## config.mk

```make
export PLATFORM = sky130hd
export DESIGN_NAME = ramb4_s2_rd_master
export DESIGN_NICKNAME = d
export VERILOG_FILES = /design/src/rtl/ramb4_s2_rd_master.sv
export SDC_FILE = /design/constraint.sdc
export NUM_CORES = 1
export LEC_CHECK = 0
export BUFFER_PORTS_ARGS = -buffer_cell sky130_fd_sc_hd__buf_2
export CAP_MARGIN = 20
export CORE_MARGIN = 5
export CORE_UTILIZATION = 30
export CTS_BUF_LIST = sky130_fd_sc_hd__clkbuf_8
export DETAILED_ROUTE_END_ITERATION = 16
export PLACE_DENSITY_LB_ADDON = 0.12
export SETUP_SLACK_MARGIN = 0.3
export SYNTH_ARGS = -nofsm -noshare
export SYNTH_HDL_FRONTEND = slang
export SYNTH_SLANG_ARGS = --single-unit
```

## constraint.sdc

```tcl
create_clock -name CLK -period 2.5 [get_ports CLK]
set_clock_uncertainty 0.05 [all_clocks]
set_input_delay 0.375 -clock CLK [delete_from_list [all_inputs] [get_ports CLK]]
set_output_delay 0.375 -clock CLK [all_outputs]
set_load 0.02 [all_outputs]
```

## src/rtl/ramb4_s2_rd_master.sv

```systemverilog
// Burst read master for one port of a 2048 x 2-bit RAMB4_S2 block RAM.
// Issues up to one read per cycle and forwards the returned words as a
// valid/ready stream through a two-entry buffer, marking the final beat.
module ramb4_s2_rd_master #(
    parameter bit WRAP_EN = 1'b1
) (
    input  logic        CLK,
    input  logic        RST,
    input  logic        START,
    input  logic [10:0] BASE_ADDR,
    input  logic [11:0] LEN,
    input  logic        ABORT,
    output logic        BUSY,
    output logic        DONE,
    output logic [10:0] ADDR,
    output logic        EN,
    output logic        WE,
    output logic        SSR,
    output logic [1:0]  DI,
    input  logic [1:0]  DO,
    output logic [1:0]  M_DATA,
    output logic        M_VALID,
    input  logic        M_READY,
    output logic        M_LAST
);

    typedef enum logic [1:0] {
        IDLE,
        ISSUE,
        DRAIN
    } state_t;

    state_t      state;
    logic [10:0] base_q;       // burst start address
    logic [11:0] eff_len;      // burst length after clamping / end-of-RAM cut
    logic [11:0] issued_cnt;   // reads issued so far
    logic [11:0] beat_cnt;     // beats handed to the stream so far
    logic        inflight;     // a read was sampled last edge; DO is valid now
    logic [1:0]  fifo_mem [2];
    logic        wr_ptr;
    logic        rd_ptr;
    logic [1:0]  occ;          // buffer occupancy, 0..2

    logic [11:0] req_len;
    logic [11:0] room;
    logic [11:0] start_len;
    logic        pop;
    logic        last_issue;
    logic        last_beat;

    // Length a new burst will run for: clamp to the RAM size, and when not
    // wrapping, stop at the top address.
    // NOTE: every variable here is assigned on every path, so no latch is inferred.
    always_comb begin
        req_len   = (LEN > 12'd2048) ? 12'd2048 : LEN;
        room      = 12'd2048 - {1'b0, BASE_ADDR};
        start_len = req_len;
        if (!WRAP_EN && (room < req_len)) begin
            start_len = room;
        end
    end

    // The write side of the RAM port is permanently idle.
    assign WE  = 1'b0;
    assign SSR = 1'b0;
    assign DI  = 2'b00;

    // Stream side comes straight from the buffer head so data holds while stalled.
    assign M_VALID   = (occ != 2'd0);
    assign M_DATA    = fifo_mem[rd_ptr];
    assign M_LAST    = M_VALID && ((beat_cnt + 12'd1) == eff_len);
    assign pop       = M_VALID && M_READY;
    assign last_beat = pop && M_LAST;

    // A read is issued only if its word is guaranteed a buffer slot when it
    // returns, counting the slot freed by this cycle's pop.
    assign EN = (state == ISSUE)
             && (({1'b0, occ} + {2'b00, inflight} - {2'b00, pop}) < 3'd2);
    assign last_issue = EN && ((issued_cnt + 12'd1) == eff_len);
    assign ADDR       = base_q + issued_cnt[10:0];
    assign BUSY       = (state != IDLE);

    // Burst FSM, issue/beat counters and the return-data buffer.
    // NOTE: non-blocking assignments so every register sees pre-edge values.
    always_ff @(posedge CLK) begin
        if (RST) begin
            state       <= IDLE;
            base_q      <= '0;
            eff_len     <= '0;
            issued_cnt  <= '0;
            beat_cnt    <= '0;
            inflight    <= 1'b0;
            occ         <= '0;
            wr_ptr      <= 1'b0;
            rd_ptr      <= 1'b0;
            DONE        <= 1'b0;
            // NOTE: the two buffer words are reset so M_DATA reads 0 after reset;
            // a deep memory would be left unreset and gated instead.
            fifo_mem[0] <= '0;
            fifo_mem[1] <= '0;
        end else if (ABORT) begin
            // Cancel: drop buffered words and ignore the read still in flight.
            state      <= IDLE;
            issued_cnt <= '0;
            beat_cnt   <= '0;
            inflight   <= 1'b0;
            occ        <= '0;
            wr_ptr     <= 1'b0;
            rd_ptr     <= 1'b0;
            DONE       <= 1'b0;
        end else begin
            DONE     <= 1'b0;
            inflight <= EN;
            if (inflight) begin
                fifo_mem[wr_ptr] <= DO;
                wr_ptr           <= ~wr_ptr;
            end
            if (pop) begin
                rd_ptr   <= ~rd_ptr;
                beat_cnt <= beat_cnt + 12'd1;
            end
            occ <= occ + {1'b0, inflight} - {1'b0, pop};
            if (EN) begin
                issued_cnt <= issued_cnt + 12'd1;
            end

            case (state)
                IDLE: begin
                    if (START) begin
                        base_q     <= BASE_ADDR;
                        eff_len    <= start_len;
                        issued_cnt <= '0;
                        beat_cnt   <= '0;
                        if (start_len == 12'd0) begin
                            DONE <= 1'b1;
                        end else begin
                            state <= ISSUE;
                        end
                    end
                end
                ISSUE: begin
                    if (last_issue) begin
                        state <= DRAIN;
                    end
                end
                DRAIN: begin
                    if (last_beat) begin
                        state <= IDLE;
                        DONE  <= 1'b1;
                    end
                end
                default: state <= IDLE;
            endcase
        end
    end

endmodule

```

==> results of run 1 <==
[per-stage QoR]
step                      power (mW)  setup TNS (ns)
final                           2.26          -0.763
after global routing            2.36           -2.34
after CTS                       2.28          -0.783
after detailed placement        1.23           -2.06
after global placement          1.23           -1.63
after floorplan                 1.15               0
[cells in the mapped netlist (all sizes together) (3+ instances only)]
master / number / area, um2
a21o: 3 / 22.5
a21oi: 32 / 160
a22oi: 4 / 30.0
and2: 6 / 38.8
and3: 7 / 45.1
buf: 10 / 60.1
clkbuf: 14 / 55.1
dfxtp: 56 / 1120
edfxtp: 4 / 120
ha: 13 / 163
inv: 15 / 56.3
nand2: 58 / 218
nand3: 13 / 70.1
nand3b: 9 / 67.6
nand4: 9 / 71.3
nand4b: 3 / 26.3
nor2: 38 / 143
nor2b: 5 / 31.3
nor3: 15 / 80.1
nor4: 11 / 90.1
o21ai: 10 / 50.1
or2: 6 / 37.5
or3: 5 / 32.5
xnor2: 36 / 315
xor2: 22 / 193
[registers in the layout (all words and copies together) (netlist names), named ones only]
signal / count
issued_cnt: 12
fifo_mem: 4
DONE: 1
rd_ptr: 1
beat_cnt: 12
base_q: 11
eff_len: 12
wr_ptr: 1
occ: 2
inflight: 1
state: 2
[kinds of logic after synthesis]
family | after synthesis | share of synthesized area, %
XOR/XNOR | 58 | 13.9
other | 1 | 0.103
AND/OR/NAND/NOR | 193 | 27.8
flip-flops | 60 | 34.1
adder cells (fa/ha/maj) | 15 | 5.56
buffers and inverters | 39 | 4.70
multiplexers | 4 | 1.17
AO/OA/AOI/OAI | 72 | 12.7
[where the power goes]
part / switching (mW) / leakage (nW) / total, mW / internal, mW
Combinational: 0.132 / 1.40 / 0.238 / 0.106
Clock: 0.411 / 0.117 / 1.02 / 0.610
Sequential: 0.0193 / 0.502 / 1.00 / 0.981
[layout by cell type, fill, tap and decap left out, types with 9 or more instances in the layout]
| cell type | netlist | layout |
|---|---|---|
| buf_4 | 4 | 44 |
| nor2_1 | 38 | 37 |
| xnor2_2 | 0 | 9 |
| a21oi_1 | 32 | 28 |
| xnor2_1 | 36 | 27 |
| dfxtp_2 | 0 | 10 |
| buf_2 | 6 | 37 |
| nand2_1 | 58 | 52 |
| xor2_1 | 22 | 20 |
| clkbuf_8 | 0 | 11 |
| nor3_1 | 14 | 12 |
| nand3b_1 | 9 | 9 |
| nand3_1 | 12 | 9 |
| buf_6 | 0 | 23 |
| dfxtp_1 | 56 | 43 |
| inv_1 | 15 | 13 |
[worst max-delay path: stages, from the launching register on]
cell and delay (ns):
dfxtp_2 0.33, ha_4 0.16, inv_2 0.05, fa_2 0.19
nor2b_1 0.05, o21ai_1 0.16, a21o_1 0.21, a31oi_4 0.12
or4_1 0.42, and3_4 0.18, buf_6 0.12
[how the worst max path moves through the flow]
stage	startpoint	end	slack, ns	cells after the start
after global routing	issued_cnt[0]	ADDR[10]	-0.38	10
after CTS	base_q[0]	ADDR[10]	-0.27	10
after floorplan	M_READY	state[0]	0.12	12
after detailed placement	M_READY	state[0]	-0.27	13
after global placement	M_READY	issued_cnt[10]	-0.22	14
final	base_q[0]	ADDR[10]	-0.26	10
[what timing repair did]
item | 4_1_cts | 5_1_grt
pin swaps | 27 | 28
gates resized for setup | 65 | 34
endpoints found under the setup margin | 24 | 25
buffers inserted | 20 | 8
[metal layers]
layer	global-route usage, %	share of wire, %	vias to the layer above	wire, um
met5	0	0	-	0
met1	19.9	48	1570	4850
li1	-	-	1727	-
met2	22.4	46	63	4660
met3	2.76	4.3	11	429
met4	6.30	1.5	0	150
[final cells by class]
type,count,share of cell area [%]
repair buffers,104,15.1
well taps,147,3.58
multi-input cells,346,50.9
inverters,15,1.34
clock buffers,11,2.95
flip-flops and latches,60,24.6
clock inverters,5,1.49
==> flow_metrics.env, run 1 <==
export IMPL_synth_cell_types=65
export IMPL_clock_latency_ns=0.36
export IMPL_clock_sinks=60
export IMPL_numCtsBuffers=9
export IMPL_gr_usage_all_layers_pct=14.6
export IMPL_grt_pass1_wl_um=16700
export IMPL_violations="negative setup slack"
export IMPL_fp_dieW_um=120
export IMPL_cp_data_required_time_ns=2.08
export IMPL_antenna_cells=0
export IMPL_cts_tree="yes"
export IMPL_reg2reg_slack_ns=-0.02
export IMPL_avgSynthCellArea_um2=8.25
export IMPL_critPathLaunchType="flip-flop"
export IMPL_fmax_mhz=363
export IMPL_placed_cell_area_um2=4250
export IMPL_ys_seq_area_share_pct=34.1
export IMPL_ir_worst_vdd_mv=0.179
export IMPL_worst_slack_ns=-0.256
export IMPL_finalCritPeriodShare_pct=110
export IMPL_synthCells=442
export IMPL_hpwl_um=7290
export IMPL_final_cells=688
export IMPL_vias=3371
export IMPL_post_route_util_pct=42.9
export IMPL_grt_ovfl_total=0
export IMPL_nets=581
export IMPL_hold_violations=0
export IMPL_timing_rr_end="issued_cnt[6]"
export IMPL_synth_flop_cell="dfxtp_1"
export IMPL_clockBufferDepth=2
export IMPL_num_fill_cells=1216
export IMPL_async_reset_ff_share_pct=0
export IMPL_min_delay_path_depth=3
export IMPL_synth_edf_count=4
export IMPL_path_clk_slew_ns=0.06
export IMPL_ff2ff_path_depth=14
export IMPL_grt_setup_unrepaired="yes"
export IMPL_yosysWarnings=0
export IMPL_final_cell_area_um2=5130
export IMPL_worstPathArrival_ns=2.33
export IMPL_pre_cts_ws_ns=-0.272
export IMPL_syn_area_um2=3640
export IMPL_ios=52
export IMPL_initial_core_util_pct=30.5
export IMPL_dr_pass1_iters=4
export IMPL_slew_headroom_pct=63.8
export IMPL_antenna_found_initial=0
export IMPL_viasPerCell=4.90
export IMPL_rows=40
export IMPL_route_detailed_drc=0
export IMPL_r2r_start="occ[0]"
export IMPL_drt_iter0_markers=113
export IMPL_hp_class="input pin to flip-flop"
export IMPL_areaGrowthSynthToFinish_pct=40.8
export IMPL_drtAntennaViolNets=0
export IMPL_hold_buffers=0
export IMPL_htree_levels=3
export IMPL_p_per_area_nw_per_um2=440
export IMPL_min_to="base_q[1]"
export IMPL_whs_ns=0.203
export IMPL_die_h_um=120
export IMPL_setup_viol=7
export IMPL_portBuffers=47
export IMPL_worst_pin_slew_ns=0.543
export IMPL_dp_cells=644
export IMPL_crit_type="flip-flop to output pin"
export IMPL_multi_input_area_um2=2610
export IMPL_wl_per_cell_um=14.7
export IMPL_grt_pass1_vias=3348
export IMPL_outcome="finished, violations left"
export IMPL_crit_path_max_fanout=3
export IMPL_root_buffer="clkbuf_8"
export IMPL_ys_ff_latch=60
export IMPL_drive_above_1_share_pct=37.3
export IMPL_end_kind="output pin"
export IMPL_leakagePower_nw=2.02
export IMPL_period_needed_ns=2.76
export IMPL_die_area_um2=14500
export IMPL_drv_slew=0
export IMPL_gp_congestion=0.839
export IMPL_seq_area_um2=1260
export IMPL_maxCapViolations=0
export IMPL_min_from="BASE_ADDR[1]"
export IMPL_grt_start_max_net_pins=28
export IMPL_drt_total_wl_um=10100
export IMPL_core_area_um2=12000
No activity file was read; power rests on OpenSTA's default activity.
==> run 2, diff against run 1 <==
- clock period: 2.5 -> 2.65 ns (I/O delays scaled with it)
==> run 2 against run 1 <==
The flow still finishes with violations (negative setup slack). Largest power group is now sequential cells. Final cell count fell by 0.44%. Global-route usage fell by 0.17 points. Total power fell by 15%. Largest cell class unchanged.
==> flow_metrics.env, run 2 (synthesized netlist as in run 1, its figures left out) <==
export IMPL_outcome="finished, violations left"
export IMPL_violations="negative setup slack"
export IMPL_cts_tree="yes"
export IMPL_finalCritPeriodShare_pct=103
export IMPL_multi_input_area_um2=2540
export IMPL_worst_pin_slew_ns=0.572
export IMPL_initial_core_util_pct=30.5
export IMPL_root_buffer="clkbuf_8"
export IMPL_antenna_cells=0
export IMPL_seqPwrFrac_pct=49.5
export IMPL_layout_common_cells="51 x nand2_1, 44 x dfxtp_1, 41 x buf_4"
export IMPL_p_comb_share_pct=11.4
export IMPL_antenna_found_initial=0
export IMPL_leakagePower_nw=1.98
export IMPL_grt_ovfl_total=0
export IMPL_numCtsBuffers=9
export IMPL_drv_slew=0
export IMPL_period_needed_ns=2.73
export IMPL_clock_latency_ns=0.35
export IMPL_maxCapViolations=0
export IMPL_p_int_mw=1.40
export IMPL_areaGrowthSynthToFinish_pct=36.7
export IMPL_fmax_mhz=366
export IMPL_ir_worst_vdd_mv=0.173
export IMPL_min_from="BASE_ADDR[1]"
export IMPL_worstPathArrival_ns=2.28
export IMPL_drive_above_1_share_pct=35.3
export IMPL_viasPerCell=4.96
export IMPL_gr_usage_all_layers_pct=14.4
export IMPL_drtAntennaViolNets=0
export IMPL_rows=40
export IMPL_grt_start_max_net_pins=28
export IMPL_ios=52
export IMPL_grt_setup_unrepaired="yes"
export IMPL_die_area_um2=14500
export IMPL_route_detailed_drc=0
export IMPL_min_delay_path_depth=3
export IMPL_setup_viol=3
export IMPL_r2r_start="occ[0]"
export IMPL_switching_share_pct=26.7
export IMPL_top_regs="beat_cnt (12), eff_len (12), issued_cnt (12)"
export IMPL_fp_dieW_um=120
export IMPL_layout_commonest_cell="nand2_1"
export IMPL_clock_sinks=60
export IMPL_crit_type="flip-flop to output pin"
export IMPL_crit_path_max_fanout=3
export IMPL_nets=578
export IMPL_drt_total_wl_um=10200
export IMPL_hold_buffers=0
export IMPL_clockBufferDepth=2
export IMPL_dr_pass1_iters=4
export IMPL_p_switching_mw=0.511
export IMPL_vias=3397
export IMPL_drt_iter0_markers=117
export IMPL_hpwl_um=7340
export IMPL_portBuffers=47
export IMPL_hp_class="input pin to flip-flop"
export IMPL_power_frac_clock_pct=39.2
export IMPL_hold_violations=0
export IMPL_worst_slack_ns=-0.0823
export IMPL_seq_area_um2=1260
export IMPL_path_cells="ha_1 -> or2_2 -> a21oi_1 -> a31oi_4 -> or4_1 -> and3_4 -> buf_6"
export IMPL_critPathLaunchType="flip-flop"
export IMPL_critPathSlowestCell="or4_1"
export IMPL_path_clk_slew_ns=0.07
export IMPL_die_h_um=120
export IMPL_wl_per_cell_um=14.9
export IMPL_cp_data_required_time_ns=2.20
export IMPL_core_area_um2=12000
export IMPL_p_per_area_nw_per_um2=384
export IMPL_pre_cts_ws_ns=-0.237
export IMPL_worstSetupStartpoint="base_q[6]"
export IMPL_ff2ff_path_depth=14
export IMPL_grt_pass1_vias=3304
export IMPL_num_fill_cells=1246
export IMPL_htree_levels=3
export IMPL_slew_headroom_pct=61.9
export IMPL_critical_path_max_stage_delay_ns=0.41
export IMPL_grt_pass1_wl_um=16500
export IMPL_end_kind="output pin"
export IMPL_gp_congestion=0.791
export IMPL_p_total_mw=1.91
## run 2: cell type report
type                            count  share of cell area (%)
Clock buffer                       11                    3.04
Clock inverter                      5                   0.427
Inverter                           15                    1.38
Multi-Input combinational cell    346                    51.0
Sequential cell                    60                    25.3
Tap cell                          147                    3.69
Timing Repair Buffer              101                    15.2
## run 2: timing repair
action / 4_1_cts / 5_1_grt
setup buffers: 17 / 11
gates resized for setup: 63 / 34
endpoints found under the setup margin: 21 / 25
pin swaps: 21 / 28
## run 2: worst max-delay path: cells and delay by family (launching register included)
family,cells,cell delay (ns)
simple gates,3,0.86
compound gates,2,0.33
flops,1,0.32
fa+ha+maj,1,0.31
buf+inv,1,0.12
## run 2: final timing paths
| kind | endpoint | slack [ns] |
|---|---|---|
| max | ADDR[10] | -0.08 |
| min | base_q[1] | 0.23 |
| max reg2reg | issued_cnt[10] | 0.05 |
| min reg2reg | base_q[7] | 0.41 |
## run 2: power by group through the flow
stage	logic, mW	clock network, mW	registers, mW
global route	0.239	0.819	0.947
finish	0.217	0.748	0.945
global placement	0.186	0	0.965
floorplan	0.123	0	0.959
detailed placement	0.188	0	0.965
CTS	0.207	0.780	0.945
## run 2: metal layers
layer | track usage [%] | part of all wire (%) | vias up
li1 | - | - | 1716
met1 | 19.3 | 48 | 1604
met2 | 23.0 | 46 | 66
met3 | 3.23 | 3.8 | 11
met4 | 4.75 | 1.6 | 0
met5 | 0 | 0 | -
## run 2: per-stage QoR
step                setup TNS (ns)  hold slack [ns]  cells  cell area, um2  util (%)
floorplan                        0            0.391    445            3690         -
global placement            -0.738            0.403    641            4190      35.0
detailed placement           -1.13            0.404    641            4190      35.0
CTS                         -0.491            0.215    674            4740      39.7
global route                -0.974            0.214    685            4980      41.7
finish                      -0.201            0.225    685            4980      41.7
==> run 3, diff against run 2 <==
- CORE_ASPECT_RATIO: not set -> 0.6
==> run 3 against run 2 <==
Clock power rose by 40%. Cell area barely moved. The flow still finishes with violations (negative setup slack). Global-route usage rose by 0.53 points. Non-clock buffer count fell by 11. Largest power group is now clock. Critical endpoint unchanged. Worst hold slack improved by 0.0046 ns.
==> flow_metrics.env, run 3 (synthesized netlist as in run 1, its figures left out) <==
export IMPL_grt_start_max_net_pins=28
export IMPL_route_detailed_drc=0
export IMPL_gp_congestion=0.863
export IMPL_maxCapViolations=0
export IMPL_wl_per_cell_um=15.6
export IMPL_num_fill_cells=1226
export IMPL_areaGrowthSynthToFinish_pct=36.6
export IMPL_antenna_found_initial=0
export IMPL_fmax_mhz=366
export IMPL_worstPathArrival_ns=2.29
export IMPL_setup_viol=2
export IMPL_setup_tns_ns=-0.138
export IMPL_p_per_area_nw_per_um2=445
export IMPL_clock_sinks=60
export IMPL_finalCritPeriodShare_pct=103
export IMPL_grt_pass1_vias=3226
export IMPL_clockBufferDepth=2
export IMPL_layout_common_cells="52 x nand2_1, 43 x dfxtp_1, 40 x buf_4"
export IMPL_drv_slew=0
export IMPL_outcome="finished, violations left"
export IMPL_antenna_cells=0
export IMPL_dr_pass1_iters=4
export IMPL_grt_ovfl_total=0
export IMPL_drive_above_1_share_pct=34.2
export IMPL_die_h_um=95.4
export IMPL_worst_slack_ns=-0.0836
export IMPL_seqPwrFrac_pct=42.6
export IMPL_fp_dieW_um=152
export IMPL_root_buffer="clkbuf_8"
export IMPL_htree_levels=3
export IMPL_switching_share_pct=23.6
export IMPL_drtAntennaViolNets=0
export IMPL_crit_type="flip-flop to output pin"
export IMPL_leakagePower_nw=1.98
export IMPL_viasPerCell=4.87
export IMPL_top_regs="beat_cnt (12), eff_len (12), issued_cnt (12)"
export IMPL_ios=52
export IMPL_cp_data_required_time_ns=2.20
export IMPL_nets=567
export IMPL_placed_cell_area_um2=4240
export IMPL_grt_pass1_wl_um=17000
export IMPL_initial_core_util_pct=30.4
export IMPL_gr_usage_all_layers_pct=14.9
export IMPL_p_comb_share_pct=10.2
export IMPL_final_cell_area_um2=4980
export IMPL_p_switching_mw=0.521
export IMPL_critPathLaunchType="flip-flop"
export IMPL_p_int_mw=1.69
export IMPL_rows=31
export IMPL_portBuffers=47
export IMPL_power_frac_clock_pct=47.2
export IMPL_end_kind="output pin"
export IMPL_critical_path_max_stage_delay_ns=0.39
export IMPL_hold_violations=0
export IMPL_drt_total_wl_um=10800
export IMPL_period_needed_ns=2.73
export IMPL_worst_pin_slew_ns=0.600
export IMPL_numCtsBuffers=9
export IMPL_hp_class="input pin to flip-flop"
export IMPL_slew_headroom_pct=59.6
export IMPL_core_area_um2=12000
export IMPL_grt_setup_unrepaired="yes"
export IMPL_layout_commonest_cell="nand2_1"
export IMPL_hpwl_um=8010
export IMPL_clock_latency_ns=0.35
export IMPL_crit_path_max_fanout=3
export IMPL_die_area_um2=14500
export IMPL_critPathSlowestCell="or4_1"
export IMPL_cts_tree="yes"
export IMPL_path_cells="ha_4 -> inv_2 -> fa_2 -> nor2b_2 -> o21ai_2 -> a21o_1 -> a31oi_4 -> or4_1 -> and3_1 -> buf_6"
export IMPL_drt_iter0_markers=193
export IMPL_violations="negative setup slack"
export IMPL_vias=3367
export IMPL_path_clk_slew_ns=0.07
export IMPL_ir_worst_vdd_mv=0.194
[run 3: changes by cell type in the layout (fill, tap and decap cells not counted), sizes merged]
cell,change
buf,-11
inv,-2
clkinv,-1
bufinv,+3
[run 3: worst paths after layout]
path	slack, ns	end	cells past startpoint	from
worst min-delay path	0.23	base_q[0]	3	BASE_ADDR[0]
worst min register to register	0.41	base_q[8]	2	base_q[8]
worst max-delay path	-0.08	ADDR[10]	10	base_q[0]
worst max register to register	0.08	state[0]	12	occ[1]
[run 3: power groups by stage]
stage	combinational (mW)	clock, mW	sequential (mW)
after CTS	0.215	1.08	0.943
after floorplan	0.123	0	0.959
final	0.225	1.05	0.943
after global routing	0.247	1.12	0.945
after global placement	0.197	0	0.964
after detailed placement	0.198	0	0.964
[run 3: per-layer routing]
| metal | share of wire (%) | GRT usage, % | vias to the layer above |
|---|---|---|---|
| met1 | 54 | 23.3 | 1579 |
| li1 | - | - | 1692 |
| met3 | 6.1 | 3.54 | 10 |
| met2 | 39 | 20.3 | 86 |
| met5 | 0 | 0 | - |
| met4 | 0.75 | 3.37 | 0 |
[run 3: cell type report]
type | count | area (um2) | share of cell area (%)
Sequential cell | 60 | 1260 | 25.4
Clock buffer | 11 | 151 | 3.04
Inverter | 15 | 68.8 | 1.38
Timing Repair Buffer | 90 | 629 | 12.6
Multi-Input combinational cell | 346 | 2560 | 51.4
Clock inverter | 5 | 98.8 | 1.99
Tap cell | 165 | 206 | 4.15
[run 3: repair_timing]
action | 4_1_cts | 5_1_grt
buffers inserted | 8 | 6
endpoints found under the setup margin | 20 | 23
resized for setup | 64 | 29
hold buffers | 0 | 0
pin swaps | 18 | 22
[run 3: metrics by stage]
step	power, mW	hold WS (ns)	utilization, %	setup slack [ns]	cells
final	2.21	0.230	41.5	-0.0836	692
after global routing	2.31	0.225	41.5	-0.222	692
after CTS	2.24	0.207	39.9	-0.175	686
after detailed placement	1.16	0.404	35.3	-0.214	662
after global placement	1.16	0.400	35.3	-0.0891	662
after floorplan	1.08	0.391	-	0.244	445
[run 3: worst max-delay path: cells and delay by family (launching register included)]
family / cells / cell delay (ns)
and+or+nand+nor: 3 / 0.60
AOI/OAI and AO/OA: 3 / 0.46
adders and majority gates: 2 / 0.38
DFF: 1 / 0.34
buffers and inverters: 2 / 0.18
